## config.mk

```make
export PLATFORM = sky130hd
export DESIGN_NAME = spi_flash_fetch
export DESIGN_NICKNAME = d
export VERILOG_FILES = /design/src/rtl/spi_flash_fetch.sv
export SDC_FILE = /design/constraint.sdc
export NUM_CORES = 1
export LEC_CHECK = 0
export BUFFER_PORTS_ARGS = -buffer_cell sky130_fd_sc_hd__buf_4
export CORE_UTILIZATION = 42
export CTS_BUF_LIST = sky130_fd_sc_hd__clkbuf_4
export DETAILED_ROUTE_END_ITERATION = 8
export HOLD_SLACK_MARGIN = 0.1
export SLEW_MARGIN = 40
export SYNTH_ARGS = -nofsm -noshare
export SYNTH_HDL_FRONTEND = slang
export SYNTH_SLANG_ARGS = --single-unit
```

## constraint.sdc

```tcl
create_clock -name clk -period 1.4 [get_ports clk]
set_input_delay 0.28 -clock clk [delete_from_list [all_inputs] [get_ports clk]]
set_output_delay 0.28 -clock clk [all_outputs]
set_load 0.01 [all_outputs]
```

## src/rtl/spi_flash_fetch.sv

```systemverilog
// SPI READ fetch engine: turns one word-fetch request into a mode-0 flash READ frame
// (opcode, address, 32 data bits) and returns the word little-endian.
module spi_flash_fetch #(
  parameter logic [7:0] READ_CMD = 8'h03,
  parameter int         ADDR_W   = 24
) (
  input  logic              clk,
  input  logic              rst,
  input  logic              req_valid,
  output logic              req_ready,
  input  logic [ADDR_W-1:0] req_addr,
  output logic              rsp_valid,
  input  logic              rsp_ready,
  output logic [31:0]       rsp_data,
  output logic              spi_cs_n,
  output logic              spi_sclk,
  output logic              spi_mosi,
  input  logic              spi_miso
);

  localparam int N     = 8 + ADDR_W + 32;
  localparam int CNT_W = $clog2(N);
  localparam logic [CNT_W-1:0] FIRST_DATA = CNT_W'(8 + ADDR_W);
  localparam logic [CNT_W-1:0] LAST_BIT   = CNT_W'(N - 1);

  typedef enum logic [1:0] {
    IDLE,
    SHIFT,
    DONE
  } state_t;

  state_t           state;
  logic [N-1:0]     tx_sr;
  logic [CNT_W-1:0] bit_cnt;
  logic [31:0]      rx_sr;
  logic [31:0]      rx_word;

  assign req_ready = (state == IDLE);

  // Word as received on the wire, first byte in [31:24].
  assign rx_word = {rx_sr[30:0], spi_miso};

  // NOTE: all state uses non-blocking assignments so every register sees the
  // pre-edge values of the others, regardless of statement order in the block.
  always_ff @(posedge clk) begin
    // NOTE: reset is synchronous; rst is just a high-priority branch inside the
    // clocked block and takes effect on the next edge, aborting any transaction.
    if (rst) begin
      state     <= IDLE;
      spi_cs_n  <= 1'b1;
      spi_sclk  <= 1'b0;
      spi_mosi  <= 1'b0;
      rsp_valid <= 1'b0;
      rsp_data  <= '0;
      tx_sr     <= '0;
      bit_cnt   <= '0;
      rx_sr     <= '0;
    end else begin
      case (state)
        IDLE: begin
          if (req_valid) begin
            tx_sr    <= {READ_CMD, req_addr, 32'b0};
            spi_cs_n <= 1'b0;
            spi_sclk <= 1'b0;
            spi_mosi <= READ_CMD[7];
            bit_cnt  <= '0;
            state    <= SHIFT;
          end
        end

        SHIFT: begin
          spi_sclk <= ~spi_sclk;
          // Falling SCLK: sample MISO, advance MOSI to the next frame bit.
          if (spi_sclk) begin
            tx_sr    <= tx_sr << 1;
            spi_mosi <= tx_sr[N-2];
            bit_cnt  <= bit_cnt + 1'b1;
            if (bit_cnt >= FIRST_DATA) begin
              rx_sr <= rx_word;
            end
            if (bit_cnt == LAST_BIT) begin
              spi_cs_n  <= 1'b1;
              spi_mosi  <= 1'b0;
              rsp_valid <= 1'b1;
              rsp_data  <= {rx_word[7:0], rx_word[15:8], rx_word[23:16], rx_word[31:24]};
              state     <= DONE;
            end
          end
        end

        DONE: begin
          if (rsp_ready) begin
            rsp_valid <= 1'b0;
            state     <= IDLE;
          end
        end

        default: state <= IDLE;
      endcase
    end
  end

endmodule

```

; ---- Word-level counts from Yosys, hierarchy flattened
; Index checks and enable logic that the tools add are counted.
[op_classes]
add_sub_neg = 1
n_lt_le_gt_ge = 1
n_eq_ne = 7
muxes = 21
bitwise_logic = 1
n_reduce_logical = 10
[ops]
columns = cell, n
row1 = $mux 63, 2
row2 = $pmux 63 s2, 1
row3 = $mux 6, 2
row4 = $pmux 6 s2, 1
row5 = $reduce_and 4->1, 3
row6 = $reduce_and 3->1, 3
row7 = $mux 2, 4
row8 = $ne 2x2->1 const B, 4
row9 = $pmux 1 s2, 4
row10 = $add 6x1->6 const B, 1
row11 = $eq 6x6->1 const B, 1
row12 = $ge 6x6->1 const B, 1
row13 = $mux 1, 6
row14 = $pmux 2 s3, 1
row15 = $reduce_bool 2->1, 2
row16 = $eq 2x1->1 const B, 1
row17 = $eq 2x2->1 const B, 1
row18 = $logic_not 2->1, 1
row19 = $reduce_and 2->1, 1
row20 = $not 1->1, 1
[totals]
regBits = 138

; ---- Logic depth before layout (Yosys ltp)
; Gate-level depths: netlist (run 1).
[depth]
word_depth = 4
ltp_mapped = 6
mapped_depth_nobuf = 4

; ---- Worst setup path before layout (run 1)
; No wires, ideal clock.
[synth_path]
path_kind = register -> register
start = reg bit_cnt[0]
end = reg rsp_data[22]
setup_ns = 0.132
arrival_time_ns = 1.294
required_time_ns = 1.268
path_slack_ns = -0.027
path_stages_with_launch = 6
cell_sequence = dfxtp_1 ha_1 nand4_1 clkbuf_1 o31ai_1 a21oi_1
[synth_via]
elab_chain_cells = 2
[synth_lines]
columns = item, line
row1 = from (decl), 34  ; logic [CNT_W-1:0] bit_cnt;
row2 = from (signal assigned), 77  ; bit_cnt <= bit_cnt + 1'b1;
row3 = $eq 6x6->1, 81  ; if (bit_cnt == LAST_BIT) begin
row4 = $reduce_and 3->1 (no line), n/a
row5 = to (signal assigned), 85  ; rsp_data <= {rx_word[7:0], rx_word[15:8], rx_word[23:16], rx_word[31:24]};
row6 = to (decl), 14  ; output logic [31:0] rsp_data,
; No other way between the ends.
; A chain may end at the register's enable or synchronous reset.

; ---- Final worst setup path (run 1)
[layout_path]
start = reg state[0]
end = reg bit_cnt[5]
[layout_via]
elab_chain_cells = 3
[layout_lines]
columns = item, line
row1 = from (decl), 32  ; state_t state;
row2 = from (signal assigned), 49  ; state <= IDLE;
row3 = from (signal assigned), 67  ; state <= SHIFT;
row4 = from (signal assigned), 86  ; state <= DONE;
row5 = $eq 2x1->1 or $logic_not 2->1 (tied branches), 59  ; case (state)
row6 = $ne 2x2->1 (no line) or $reduce_bool 2->1 (tied branches), n/a
row7 = $reduce_and 3->1 (no line), n/a
; Several ways; a longest one is shown, not always the timed one.

==> metrics, run 1 <==
status finished, violations left; violated checks setup timing; final hold slack roughly 0.13 ns; Post-Synthesis Cells about 520; Yosys cell types 39; Max clock buf depth 2; Min-Delay Path Class in2reg; H-tree depth 3; row cnt 36; final setup fails 61; layout cells sized above 1 32.6%; GRT overflow 0; commonest non-fill, non-tap cell in the layout nand2_1; relative slew slack between 70 and 80%; I/O Buffers 65; most frequent cells in the layout 114 x nand2_1, 101 x dfxtp_1, 87 x a21oi_1, 85 x buf_4, 34 x nand4_1; Design Area, Final 0.00622 sq mm; R2R Path Start state[0]; Antenna diodes 0; WP data required roughly 1.8 ns; Remaining DRCs 0; Core Box Area approximately 0.0099 sq mm; Layout fillers 874; initial antenna violation count 0; Die H 104 um; pre-CTS WS -0.00973 ns; worst skew pair latency between 0.4 and 0.5 ns; first-pass GRT wire length 18600 um; placer congestion estimate ~0.8; register bit total from synthesis 106; FF+latch area 0.00214 sq mm; CTS tree done; CP Launch Point state[0]; Root Driver clkbuf_4; crit start category flip-flop; sequential fraction of the synthesis area ~49%; Worst-Margin Slew approximately 0.37 ns; Setup WS post-layout -0.0823 ns; routed wire length roughly 12000 um; 1st-pass router iterations 6; Post-Layout Cell Count around 760; Worst Setup End Kind flip-flop; Worst Path Class, Setup reg2reg; Die ar. 0.0108 sq mm; final setup skew ~0.027 ns; leak pwr 2.18 nW; crit path to bit_cnt[5]; Area Growth Syn to Fin 43.1%; RSZ-0062 raised after global routing yes; nets around 650; wire per inst about 16 um; number of global-route vias before repair 3904; register-to-register path setup slack -0.08 ns; PD cells 843 mW/mm^2; final period utilization 106%; initial DRC count roughly 130; Sink Count approximately 110; Post-synth EDFFs 0; largest net degree at the start of global routing 64; Syn Std Cell Area about 0.0043 sq mm; reg2reg end bit_cnt[5]; Final Max Slew Viols 0; Tmin final 1.48 ns; worst r2r path cells 5; initial core utilization ~44%; Inst Count DP 696; Worst-path clk slew around 0.17 ns; Peak VDD IR 0.610 mV; total track usage between 20 and 25%; Post-DRT Antenna Nets 0; Fmax achieved around 670 MHz; Multi-input gate area between 0.002 and 0.0025 sq mm; Inserted Clock Buffers 9; Primary FF master, synth dfxtp_1; Via density roughly 5.6; post-synthesis area per instance approximately 8.3 sq um; top-level I/O count 66; max_cap viols 0; async set-reset flop share out of synthesis 0%; WP data arrival roughly 1.9 ns; Util after Layout between 60% and 70%; dpl cell area about 0.0051 sq mm; CP Max Fanout 5; syn nets 552; hold depth 3; YS warnings 0; HPWL Detailed 6620 um; Fin. Hold Viols 0; Chip Width 104 um; vias between 4k and 5k
report_power, final:
| group | internal, mW | leakage, nW | total, mW | switching [mW] |
|---|---|---|---|---|
| combinational | 0.343 | 1.25 | 0.662 | 0.319 |
| clock | 0.381 | 0.0647 | 1.44 | 1.06 |
| sequential | 3.10 | 0.863 | 3.14 | 0.0453 |
area by class of cell:
cell class                      count  share of cell area [%]
Inverter                            6                   0.362
Clock buffer                        9                    1.09
Multi-Input combinational cell    353                    37.1
Clock inverter                      7                   0.824
Timing Repair Buffer              145                    23.6
Tap cell                          133                    2.67
Sequential cell                   106                    34.3
how the worst min path moves through the flow:
stage	startpoint	slack, ns	end
2_1_floorplan	spi_miso	0.42	rx_sr[0]
3_3_place_gp	tx_sr[60]	0.43	tx_sr[61]
3_5_place_dp	tx_sr[59]	0.45	tx_sr[60]
4_1_cts	req_valid	0.11	tx_sr[32]
5_1_grt	rst	0.12	state[1]
6_report	req_valid	0.13	tx_sr[32]
state kept, by name, indices dropped and copies added (netlist names):
name	count
rsp_data	32
rx_sr	31
tx_sr	31
bit_cnt	6
state	2
rsp_valid	1
spi_cs_n	1
spi_mosi	1
spi_sclk	1
per-stage QoR:
| step | setup TNS [ns] | power [mW] |
|---|---|---|
| floorplan | -0.717 | 3.49 |
| global placement | 0 | 3.68 |
| detailed placement | -0.0487 | 3.69 |
| CTS | -0.144 | 5.20 |
| global route | -6.32 | 5.49 |
| finish | -1.47 | 5.24 |
per-layer routing:
layer  vias up  track usage, %  part of all wire [%]
met1      2052            27.2                    45
met3         9            3.59                   3.3
met5         -               0                     0
li1       2087               -                     -
met2        97            34.9                    51
met4         0            6.63                  0.80
critical path, cell delays in order, from the launching register on:
cell,delay [ns]
dfxtp_4,0.39
buf_6,0.12
mux2i_4,0.19
buf_6,0.13
or4_4,0.47
a21oi_2,0.12
cell usage after synthesis, types with 2 or more instances:
master / n / share of area (%)
a211oi_1: 2 / 0.35
a21oi_1: 99 / 11
a311oi_1: 23 / 4.6
buf_2: 13 / 1.5
buf_4: 5 / 0.86
buf_6: 2 / 0.52
clkbuf_1: 34 / 2.9
dfxtp_1: 106 / 49
ha_1: 2 / 0.58
inv_1: 5 / 0.43
nand2_1: 117 / 10
nand3_1: 3 / 0.35
nand3b_1: 2 / 0.35
nand4_1: 34 / 4.9
nand4b_1: 2 / 0.40
nor2_1: 3 / 0.26
o21ai_0: 9 / 1.0
o221a_2: 2 / 0.52
o31ai_1: 35 / 6.0
or3_1: 2 / 0.29
or4_1: 3 / 0.52
logic make-up after synthesis:
group / after synthesis / share of synthesized area [%]
and+or+nand+nor: 173 / 18.4
DFF: 106 / 48.8
xor gates and xnor gates: 1 / 0.201
muxes: 2 / 0.575
AOI/OAI and AO/OA: 175 / 25.0
adders and majority gates: 2 / 0.575
buffers and inverters: 62 / 6.53
timing repair:
action | 4_1_cts | 5_1_grt
cloned | 1 | 6
setup buffers | 10 | 4
pin swaps | 5 | 21
hold buffers | 26 | 0
hold endpoints to repair | 27 | 0
setup endpoints to repair | 35 | 77
resized for setup | 21 | 90
Note: power is estimated with default switching activity, not from simulation.
==> run 2, diff against run 1 <==
- CELL_PAD_IN_SITES_DETAIL_PLACEMENT: default -> 0
- CELL_PAD_IN_SITES_GLOBAL_PLACEMENT: default -> 1
- CORE_UTILIZATION: 42 -> 39
- PLACE_DENSITY_LB_ADDON: default -> 0.1
==> metrics, run 2 (synthesis gave the netlist of run 1 again) <==
WP data arrival about 1.9 ns; top-level I/O count 66; number of flip-flops in the largest register 32; most frequent cells in the layout 117 x nand2_1, 101 x dfxtp_1, 93 x a21oi_1, 86 x buf_4, 34 x nand4_1; worst skew pair latency 0.45 ns; GRT overflow 0; Design Area, Final 0.00595 sq mm; reg2reg end bit_cnt[5]; Worst-path clk slew about 0.17 ns; Reg with most FFs rsp_data; status finished, violations left; Worst Path Class, Setup reg2reg; max_cap viols 0; vias between 4k and 5k; final period utilization 108%; Setup WS post-layout -0.110 ns; register-to-register path setup slack -0.11 ns; Util after Layout between 50% and 60%; initial DRC count ~170; Worst Setup End Kind flip-flop; pre-CTS WS -0.130 ns; Area Growth Syn to Fin 36.9%; hold depth 2; Tmin final about 1.5 ns; HPWL Detailed 6760 um; Die H between 100 and 150 um; final setup fails 34; R2R Path Start state[0]; placer congestion estimate between 0.7 and 0.8; Inst Count DP 699; nets 644; Chip Width roughly 110 um; routed wire length roughly 12000 um; worst r2r path cells 5; Fin. Hold Viols 0; number of global-route vias before repair around 3.8k; Remaining DRCs 0; 1st-pass router iterations 5; Die ar. around 0.012 sq mm; PD cells between 800 and 900 mW/mm^2; Fmax achieved between 600 and 700 MHz; crit start category flip-flop; relative slew slack around 79%; biggest regs rsp_data (32), rx_sr (31), tx_sr (31); initial core utilization 40.1%; Layout fillers between 1k and 1.5k; CP Max Fanout 7; row cnt 38; Post-DRT Antenna Nets 0; Inserted Clock Buffers 9; H-tree depth 3; Final Max Slew Viols 0; first-pass GRT wire length 18600 um; wire per inst 15.9 um; Min-Delay Path Class in2reg; Sink Count ~110; Post-Layout Cell Count between 700 and 800; Antenna diodes 0; endpoint with the worst hold slack state[1]; initial antenna violation count 0; Max clock buf depth 2; largest net degree at the start of global routing 64; I/O Buffers 65; violated checks setup timing; Worst-Margin Slew around 0.32 ns; CTS tree done; RSZ-0062 raised after global routing yes; WP data required about 1.8 ns; total power roughly 5.3 mW; final setup skew 0.0265 ns; Root Driver clkbuf_4; dpl cell area just over 0.005 sq mm; Via density 5.52; hold_sp rst; leak pwr approximately 2.1 nW; Peak VDD IR approximately 0.48 mV; layout cells sized above 1 approximately 28%; total track usage between 20% and 30%; Core Box Area about 0.011 sq mm; commonest non-fill, non-tap cell in the layout nand2_1
[run 2: repair_timing]
item	4_1_cts	5_1_grt
hold buffers	24	0
setup endpoints to repair	63	71
hold endpoints to repair	26	0
setup buffers	5	9
gates resized for setup	18	48
pin swaps	14	36
cloned	1	4
[run 2: worst max-delay path by stage]
stage / slack, ns / depth (start not counted) / end / start
3_5_place_dp: -0.13 / 4 / tx_sr[38] / state[0]
4_1_cts: -0.1 / 3 / req_ready / state[1]
5_1_grt: -0.15 / 3 / req_ready / state[0]
2_1_floorplan: -0.03 / 6 / rsp_data[31] / bit_cnt[0]
6_report: -0.11 / 5 / bit_cnt[5] / state[0]
3_3_place_gp: -0.26 / 3 / tx_sr[57] / state[0]
[run 2: final cells by class]
class / count / area [sq um] / area share [%]
Clock inverter: 5 / 38.8 / 0.652
Clock buffer: 11 / 82.6 / 1.39
Timing Repair Buffer: 136 / 1350 / 22.6
Tap cell: 140 / 175 / 2.94
Inverter: 6 / 22.5 / 0.378
Sequential cell: 106 / 2130 / 35.8
Multi-Input combinational cell: 354 / 2160 / 36.2
[run 2: worst max-delay path, stage by stage, from the launching register on]
cell and delay, ns:
dfxtp_2 0.37, buf_4 0.14, mux2i_4 0.19, buf_6 0.14, or4_1 0.46, a21oi_1 0.13
[run 2: layer usage]
layer / vias to the layer above / part of all wire (%) / routed length [um] / track usage [%]
met5: - / 0 / 0 / 0
met4: 0 / 1.1 / 130 / 5.19
met3: 9 / 2.9 / 355 / 4.18
met2: 86 / 52 / 6320 / 36.2
met1: 2013 / 44 / 5280 / 24.9
li1: 2077 / - / - / -
[run 2: metrics by stage]
stage	setup TNS (ns)	hold WS, ns
final	-1.01	0.138
after global routing	-5.31	0.101
after CTS	-1.33	0.109
after detailed placement	-4.03	0.447
after global placement	-7.36	0.437
after floorplan	-0.717	0.416
[run 2: report_power, final]
part / internal [mW] / total (mW) / switching [mW]
Combinational: 0.348 / 0.689 / 0.341
Clock: 0.417 / 1.44 / 1.02
Sequential: 3.10 / 3.14 / 0.0469
Total: 3.86 / 5.27 / 1.41
